File: src/rtl/pipe_hazard_ctrl_pkg.sv
// Shared types and constants for the pipeline hazard/sequencing controller.
// The control word is ordered as the pipeline is: PC, IF/ID, ID/EX, EX/MEM, MEM/WB.
package pipe_hazard_ctrl_pkg;

    typedef enum logic [1:0] {
        RUN    = 2'd0,
        DSTALL = 2'd1,
        IFLUSH = 2'd2
    } state_e;

    localparam logic [4:0] REG_ZERO = 5'd0;

    typedef struct packed {
        logic pc_write;
        logic ifid_write;
        logic ifid_flush;
        logic idex_bubble;
        logic idex_flush;
        logic exmem_write;
        logic memwb_write;
    } ctrl_t;

    // Free-running pipe: every stage loads, nothing is squashed.
    localparam ctrl_t CTRL_RUN    = 7'b1100011;
    localparam ctrl_t CTRL_FREEZE = 7'b0000000;

endpackage

File: src/rtl/pipe_hazard_ctrl_if.sv
// Bundle of hazard inputs from the datapath and sequencing outputs back to it.
// master = datapath side, slave = the controller.
interface pipe_hazard_ctrl_if #(
    parameter int CNT_W = 32
);
    logic [4:0]       id_rs_addr;
    logic [4:0]       id_rt_addr;
    logic             id_uses_rt;
    logic             ex_memread;
    logic [4:0]       ex_rt_addr;
    logic             branch_taken;
    logic             icache_stall;
    logic             dcache_stall;
    logic             clr_cnt;
    logic             pc_write;
    logic             ifid_write;
    logic             ifid_flush;
    logic             idex_bubble;
    logic             idex_flush;
    logic             exmem_write;
    logic             memwb_write;
    logic [CNT_W-1:0] stall_cnt;
    logic [CNT_W-1:0] flush_cnt;
    logic [CNT_W-1:0] lu_cnt;

    modport master (
        output id_rs_addr, id_rt_addr, id_uses_rt, ex_memread, ex_rt_addr,
               branch_taken, icache_stall, dcache_stall, clr_cnt,
        input  pc_write, ifid_write, ifid_flush, idex_bubble, idex_flush,
               exmem_write, memwb_write, stall_cnt, flush_cnt, lu_cnt
    );

    modport slave (
        input  id_rs_addr, id_rt_addr, id_uses_rt, ex_memread, ex_rt_addr,
               branch_taken, icache_stall, dcache_stall, clr_cnt,
        output pc_write, ifid_write, ifid_flush, idex_bubble, idex_flush,
               exmem_write, memwb_write, stall_cnt, flush_cnt, lu_cnt
    );
endinterface

File: src/rtl/pipe_hazard_ctrl_sat_counter.sv
// Saturating event counter: sticks at all-ones, synchronous clear beats increment.
module sat_counter #(
    parameter int CNT_W = 32
) (
    input  logic             clk,
    input  logic             rst,
    input  logic             inc_i,
    input  logic             clr_i,
    output logic [CNT_W-1:0] cnt_o
);
    logic [CNT_W-1:0] cnt_q, cnt_d;

    always_comb begin
        cnt_d = cnt_q;
        if (clr_i)
            cnt_d = '0;
        else if (inc_i && (cnt_q != '1))
            cnt_d = cnt_q + 1'b1;
    end

    always_ff @(posedge clk or posedge rst) begin
        if (rst)
            cnt_q <= '0;
        else
            cnt_q <= cnt_d;
    end

    assign cnt_o = cnt_q;
endmodule

File: src/rtl/pipe_hazard_ctrl.sv
// Sequencer for the 5-stage core: load-use bubbles, branch flushes, cache-miss freezes,
// and a redirect that lands while the I-cache is still missing (IFLUSH).
module pipe_hazard_ctrl
    import pipe_hazard_ctrl_pkg::*;
#(
    parameter int CNT_W = 32
) (
    input logic               clk,
    input logic               rst,
    pipe_hazard_ctrl_if.slave hz
);
    state_e state_q, state_d;
    ctrl_t  ctrl;
    logic   lu;
    logic   lu_bubble;

    assign lu = hz.ex_memread && (hz.ex_rt_addr != REG_ZERO) &&
                ((hz.ex_rt_addr == hz.id_rs_addr) ||
                 (hz.id_uses_rt && (hz.ex_rt_addr == hz.id_rt_addr)));

    always_ff @(posedge clk or posedge rst) begin
        if (rst)
            state_q <= RUN;
        else
            state_q <= state_d;
    end

    always_comb begin
        state_d = state_q;
        if (hz.dcache_stall) begin
            if (state_q != IFLUSH)
                state_d = DSTALL;
        end else if (state_q == IFLUSH) begin
            if (!hz.icache_stall)
                state_d = RUN;
        end else begin
            // DSTALL releasing behaves exactly like RUN in the same cycle.
            state_d = (hz.branch_taken && hz.icache_stall) ? IFLUSH : RUN;
        end
    end

    always_comb begin
        ctrl      = CTRL_RUN;
        lu_bubble = 1'b0;
        if (rst) begin
            ctrl = CTRL_FREEZE;
        end else if (hz.dcache_stall) begin
            ctrl = CTRL_FREEZE;
        end else if (state_q == IFLUSH) begin
            // PC already holds the branch target; only the wrong-path fetch must die.
            ctrl.pc_write = 1'b0;
            if (hz.icache_stall) begin
                ctrl.ifid_write  = 1'b0;
                ctrl.idex_bubble = 1'b1;
            end else begin
                ctrl.ifid_flush = 1'b1;
            end
        end else if (hz.branch_taken) begin
            ctrl.ifid_flush = 1'b1;
            ctrl.idex_flush = 1'b1;
        end else if (lu || hz.icache_stall) begin
            ctrl.pc_write    = 1'b0;
            ctrl.ifid_write  = 1'b0;
            ctrl.idex_bubble = 1'b1;
            lu_bubble        = lu;
        end
    end

    assign hz.pc_write    = ctrl.pc_write;
    assign hz.ifid_write  = ctrl.ifid_write;
    assign hz.ifid_flush  = ctrl.ifid_flush;
    assign hz.idex_bubble = ctrl.idex_bubble;
    assign hz.idex_flush  = ctrl.idex_flush;
    assign hz.exmem_write = ctrl.exmem_write;
    assign hz.memwb_write = ctrl.memwb_write;

    sat_counter #(.CNT_W(CNT_W)) u_stall_cnt (
        .clk(clk), .rst(rst), .inc_i(!ctrl.pc_write), .clr_i(hz.clr_cnt), .cnt_o(hz.stall_cnt)
    );
    sat_counter #(.CNT_W(CNT_W)) u_flush_cnt (
        .clk(clk), .rst(rst), .inc_i(ctrl.idex_flush), .clr_i(hz.clr_cnt), .cnt_o(hz.flush_cnt)
    );
    sat_counter #(.CNT_W(CNT_W)) u_lu_cnt (
        .clk(clk), .rst(rst), .inc_i(lu_bubble), .clr_i(hz.clr_cnt), .cnt_o(hz.lu_cnt)
    );
endmodule

File: src/flat_wrapper.sv
// flat-port wrapper written by rule: the top's interface ports become plain ports
module pipe_hazard_ctrl_flat import pipe_hazard_ctrl_pkg::*;
#(
    parameter int CNT_W = 32
)
  (clk, rst, hz_id_rs_addr, hz_id_rt_addr, hz_id_uses_rt, hz_ex_memread, hz_ex_rt_addr, hz_branch_taken, hz_icache_stall, hz_dcache_stall, hz_clr_cnt, hz_pc_write, hz_ifid_write, hz_ifid_flush, hz_idex_bubble, hz_idex_flush, hz_exmem_write, hz_memwb_write, hz_stall_cnt, hz_flush_cnt, hz_lu_cnt);
  pipe_hazard_ctrl_if #(.CNT_W(CNT_W)) hz_i ();
  input logic clk;
  input logic rst;
  input wire logic [$bits(hz_i.id_rs_addr)-1:0] hz_id_rs_addr;
  input wire logic [$bits(hz_i.id_rt_addr)-1:0] hz_id_rt_addr;
  input wire logic [$bits(hz_i.id_uses_rt)-1:0] hz_id_uses_rt;
  input wire logic [$bits(hz_i.ex_memread)-1:0] hz_ex_memread;
  input wire logic [$bits(hz_i.ex_rt_addr)-1:0] hz_ex_rt_addr;
  input wire logic [$bits(hz_i.branch_taken)-1:0] hz_branch_taken;
  input wire logic [$bits(hz_i.icache_stall)-1:0] hz_icache_stall;
  input wire logic [$bits(hz_i.dcache_stall)-1:0] hz_dcache_stall;
  input wire logic [$bits(hz_i.clr_cnt)-1:0] hz_clr_cnt;
  output wire logic [$bits(hz_i.pc_write)-1:0] hz_pc_write;
  output wire logic [$bits(hz_i.ifid_write)-1:0] hz_ifid_write;
  output wire logic [$bits(hz_i.ifid_flush)-1:0] hz_ifid_flush;
  output wire logic [$bits(hz_i.idex_bubble)-1:0] hz_idex_bubble;
  output wire logic [$bits(hz_i.idex_flush)-1:0] hz_idex_flush;
  output wire logic [$bits(hz_i.exmem_write)-1:0] hz_exmem_write;
  output wire logic [$bits(hz_i.memwb_write)-1:0] hz_memwb_write;
  output wire logic [$bits(hz_i.stall_cnt)-1:0] hz_stall_cnt;
  output wire logic [$bits(hz_i.flush_cnt)-1:0] hz_flush_cnt;
  output wire logic [$bits(hz_i.lu_cnt)-1:0] hz_lu_cnt;
  assign hz_i.id_rs_addr = hz_id_rs_addr;
  assign hz_i.id_rt_addr = hz_id_rt_addr;
  assign hz_i.id_uses_rt = hz_id_uses_rt;
  assign hz_i.ex_memread = hz_ex_memread;
  assign hz_i.ex_rt_addr = hz_ex_rt_addr;
  assign hz_i.branch_taken = hz_branch_taken;
  assign hz_i.icache_stall = hz_icache_stall;
  assign hz_i.dcache_stall = hz_dcache_stall;
  assign hz_i.clr_cnt = hz_clr_cnt;
  assign hz_pc_write = hz_i.pc_write;
  assign hz_ifid_write = hz_i.ifid_write;
  assign hz_ifid_flush = hz_i.ifid_flush;
  assign hz_idex_bubble = hz_i.idex_bubble;
  assign hz_idex_flush = hz_i.idex_flush;
  assign hz_exmem_write = hz_i.exmem_write;
  assign hz_memwb_write = hz_i.memwb_write;
  assign hz_stall_cnt = hz_i.stall_cnt;
  assign hz_flush_cnt = hz_i.flush_cnt;
  assign hz_lu_cnt = hz_i.lu_cnt;
  pipe_hazard_ctrl #(.CNT_W(CNT_W)) u_core (.clk(clk), .rst(rst), .hz(hz_i));
endmodule
File: config.mk
export PLATFORM = sky130hd
export DESIGN_NAME = pipe_hazard_ctrl_flat
export DESIGN_NICKNAME = d
export VERILOG_FILES = /design/src/rtl/pipe_hazard_ctrl_pkg.sv /design/src/rtl/pipe_hazard_ctrl_if.sv /design/src/rtl/pipe_hazard_ctrl_sat_counter.sv /design/src/rtl/pipe_hazard_ctrl.sv /design/src/flat_wrapper.sv
export SDC_FILE = /design/constraint.sdc
export NUM_CORES = 1
export LEC_CHECK = 0
export CORE_MARGIN = 3
export CORE_UTILIZATION = 41
export DETAILED_ROUTE_END_ITERATION = 16
export DONT_BUFFER_PORTS = 1
export PLACE_DENSITY = 0.6
export SLEW_MARGIN = 10
export SYNTH_ARGS = -nofsm -noshare
export SYNTH_HDL_FRONTEND = slang
export SYNTH_SLANG_ARGS = --single-unit
File: constraint.sdc
create_clock -name clk -period 8.3 [get_ports clk]
set_clock_uncertainty 0.2 [all_clocks]
set_input_delay 0.83 -clock clk [delete_from_list [all_inputs] [get_ports clk]]
set_output_delay 0.83 -clock clk [all_outputs]
set_load 0.05 [all_outputs]
==> results.cfg <==
[cts]
clock_latency_ns = 0.35
postCtsSetupRepairBufs = 0
cts_tree = built
clockRootBuffer = clkbuf_16
path_clk_slew_ns = 0.06
ctsHoldBuffers = 0
cts.htree.levels = 3
clockBufferDepth = 2
ctsResizeCount = 0
cts_buffers = 9
cts_sinks = 98

[power]
total_power_w = 0.000941
p_int_w = 0.000720
swShare = 0.235
power.density_nw_per_um2 = 155
seqPwrFrac = 0.520
ir_worst_vdd_mv = 0.0895
p_comb_frac = 0.045
p_switching_w = 0.000221
p_leak_nw = 2.19
clkPwrFrac = 0.435

[route]
avgViaCountPerCell = 6.09
antenna_left = 0
drc = 0
drt-total-wl_um = 14600
drt_first_pass_iters = 4
wl_per_cell_um = 18.1
vias = 4894
drt_iter0_drc = 402

[global_route]
grt_max_degree = 116
top_usage_layer = met2
grtUsageMet3 = 0.0522
grt_pass1_wl_um = 23900
grt_remaining_overflow = 0
antenna_found_initial = 0
gr-usage-met1 = 0.253
met2_usage = 0.311
grt_pass1_vias = 4623
track_usage = 0.194

[setup_path]
startpoint_type = input port
cp_slowest_cell = nor2_2
cp.required_ns = 7.27
cp-end-kind = output pin
critPathMaxStageDelay_ns = 0.89
timing.rr.start = u_core.u_lu_cnt.cnt_o[20]
cp_cell_sequence = nor2_2, nand2_1, a221o_1, clkinv_2
crit_arrival_ns = 2.99
cp.depth = 4
worst-path-buf-inv = 1
worstSetupPathType = input port to output pin
crit_path_max_fanout = 54
reg2reg_depth = 6
crit_family = simple AND/OR/NAND/NOR gates
r2r_setup_slack_ns = 4.70
timing.rr.end = u_core.u_lu_cnt.cnt_o[11]

[yosys]
synth_compound_area_frac = 0.113
muxShareOfSynthArea = 0.0373
synth_top_family_by_area = simple AND/OR/NAND/NOR gates
yosys.cell_types.count = 47
yosysSeqAreaShare = 0.430
synthSimpleGateAreaFrac = 0.316
synth_edf_count = 0
async_reset_ff_frac = 1.00
synth_xor_area_frac = 0.0614
synth-seq-cells = 98
synth-warning-count = 0
synth_ff_type = dfrtp_1
synth_area_um2 = 5710
synth_adder_area_share = 0.00658
syn_area_per_cell_um2 = 8.87
synthCells = 643
syn-num-nets = 669

[final_layout]
fin_util = 0.454
finalNonFillerCells = 803
diodes = 0
syn_to_final_growth_pct = 6.51
final_common_cell = dfrtp_1
layout_common_cells = dfrtp_1, nor2_1, a21oi_1
drive_gt1_frac = 0.0638
fin_nets = 648

[floorplanning]
fp.dieW_um = 124
coreArea_um2 = 13400
num_rows = 42
die_h_um = 124
start_util = 0.426
io_pins = 126
die_area_um2 = 15400

[placement]
dp_cells = 787
port_buffers = 0
hpwlAfterDp_um = 9930
gp_congestion = 0.811

[sta]
setup-tns-final_ns = 0
period_share = 0.485
worst_slew_pin_slew_ns = 1.20
maxSlewViolCount = 0
finalHoldViolCount = 0
min_period_ns = 4.02
rsz0062_at_grt = false
hold_ws_ns = 0.220
fmax_ghz = 0.249
finalSetupViolCount = 0
relSlewSlack = 0.199

[status]
outcome = finished, final reports clean

[flow_run]
drv_cap = 0

[worst_hold_path]
hold_path.class = input port to async pin
## cell usage after synthesis (10+ instances only)
cell	count	area, um2
nor2_1	68	255
nand4_1	29	181
mux2_2	15	169
and4_1	14	123
a21oi_1	49	245
nor3_1	31	155
dfrtp_1	98	2450
xnor2_1	32	280
o21ai_0	17	85.1
or3_1	18	113
o31ai_1	29	218
inv_1	10	37.5
nand3_1	45	225
or4_1	33	248
nor2b_1	17	106
nand2_1	38	143
clkbuf_1	23	86.3
## cell type report
| type | instances | area, um2 |
|---|---|---|
| fill | 1299 | 7320 |
| sequential | 98 | 2450 |
| tap | 176 | 220 |
| clock buffer | 15 | 278 |
| clock inverter | 1 | 7.51 |
| timing repair buffer | 2 | 15.0 |
| inverter | 12 | 48.8 |
| multi-input combinational | 499 | 3060 |
## metrics by stage
step                worst slack [ns]  area (um2)
floorplan                       4.46        5710
global route                    4.07        6080
global placement                4.19        5790
CTS                             4.28        6080
finish                          4.28        6080
detailed placement              4.12        5790
## power groups by stage
stage	clock network [W]	logic, W	registers (W)
global route	0.000443	0.0000484	0.000490
detailed placement	0	0.0000432	0.000499
global placement	0	0.0000417	0.000499
floorplan	0	0.0000435	0.000498
finish	0.000409	0.0000420	0.000490
CTS	0.000424	0.0000434	0.000490
## metal layers
metal | wire [um] | share of wire
met3 | 1090 | 0.075
met1 | 6270 | 0.43
met2 | 7010 | 0.48
met4 | 206 | 0.014
met5 | 0 | 0
## registers in the layout, summed over array words and instances, names as in the netlist
| name | cells |
|---|---|
| u_core.u_flush_cnt.cnt_o | 32 |
| u_core.u_lu_cnt.cnt_o | 32 |
| u_core.u_stall_cnt.cnt_o | 32 |
| u_core.state_q | 2 |
## logic make-up (layout without fill, tap and decap cells)
kind of cell / count (synthesis) / count (layout)
multiplexers: 19 / 19
AND/OR/NAND/NOR: 331 / 331
flip-flops: 98 / 98
adder cells (fa/ha/maj): 3 / 3
buffers and inverters: 46 / 30
XOR/XNOR: 40 / 40
AO/OA/AOI/OAI: 106 / 106
## how the worst max path moves through the flow
stage	from	to	slack, ns
2_1_floorplan	hz_ex_rt_addr[4]	hz_ifid_write	4.46
3_3_place_gp	hz_dcache_stall	u_core.u_lu_cnt.cnt_o[12]	4.19
3_5_place_dp	hz_dcache_stall	u_core.u_lu_cnt.cnt_o[23]	4.12
4_1_cts	hz_dcache_stall	hz_pc_write	4.28
5_1_grt	hz_dcache_stall	u_core.u_lu_cnt.cnt_o[23]	4.07
6_report	hz_dcache_stall	hz_pc_write	4.28
Note: power is estimated with default switching activity, not from simulation.
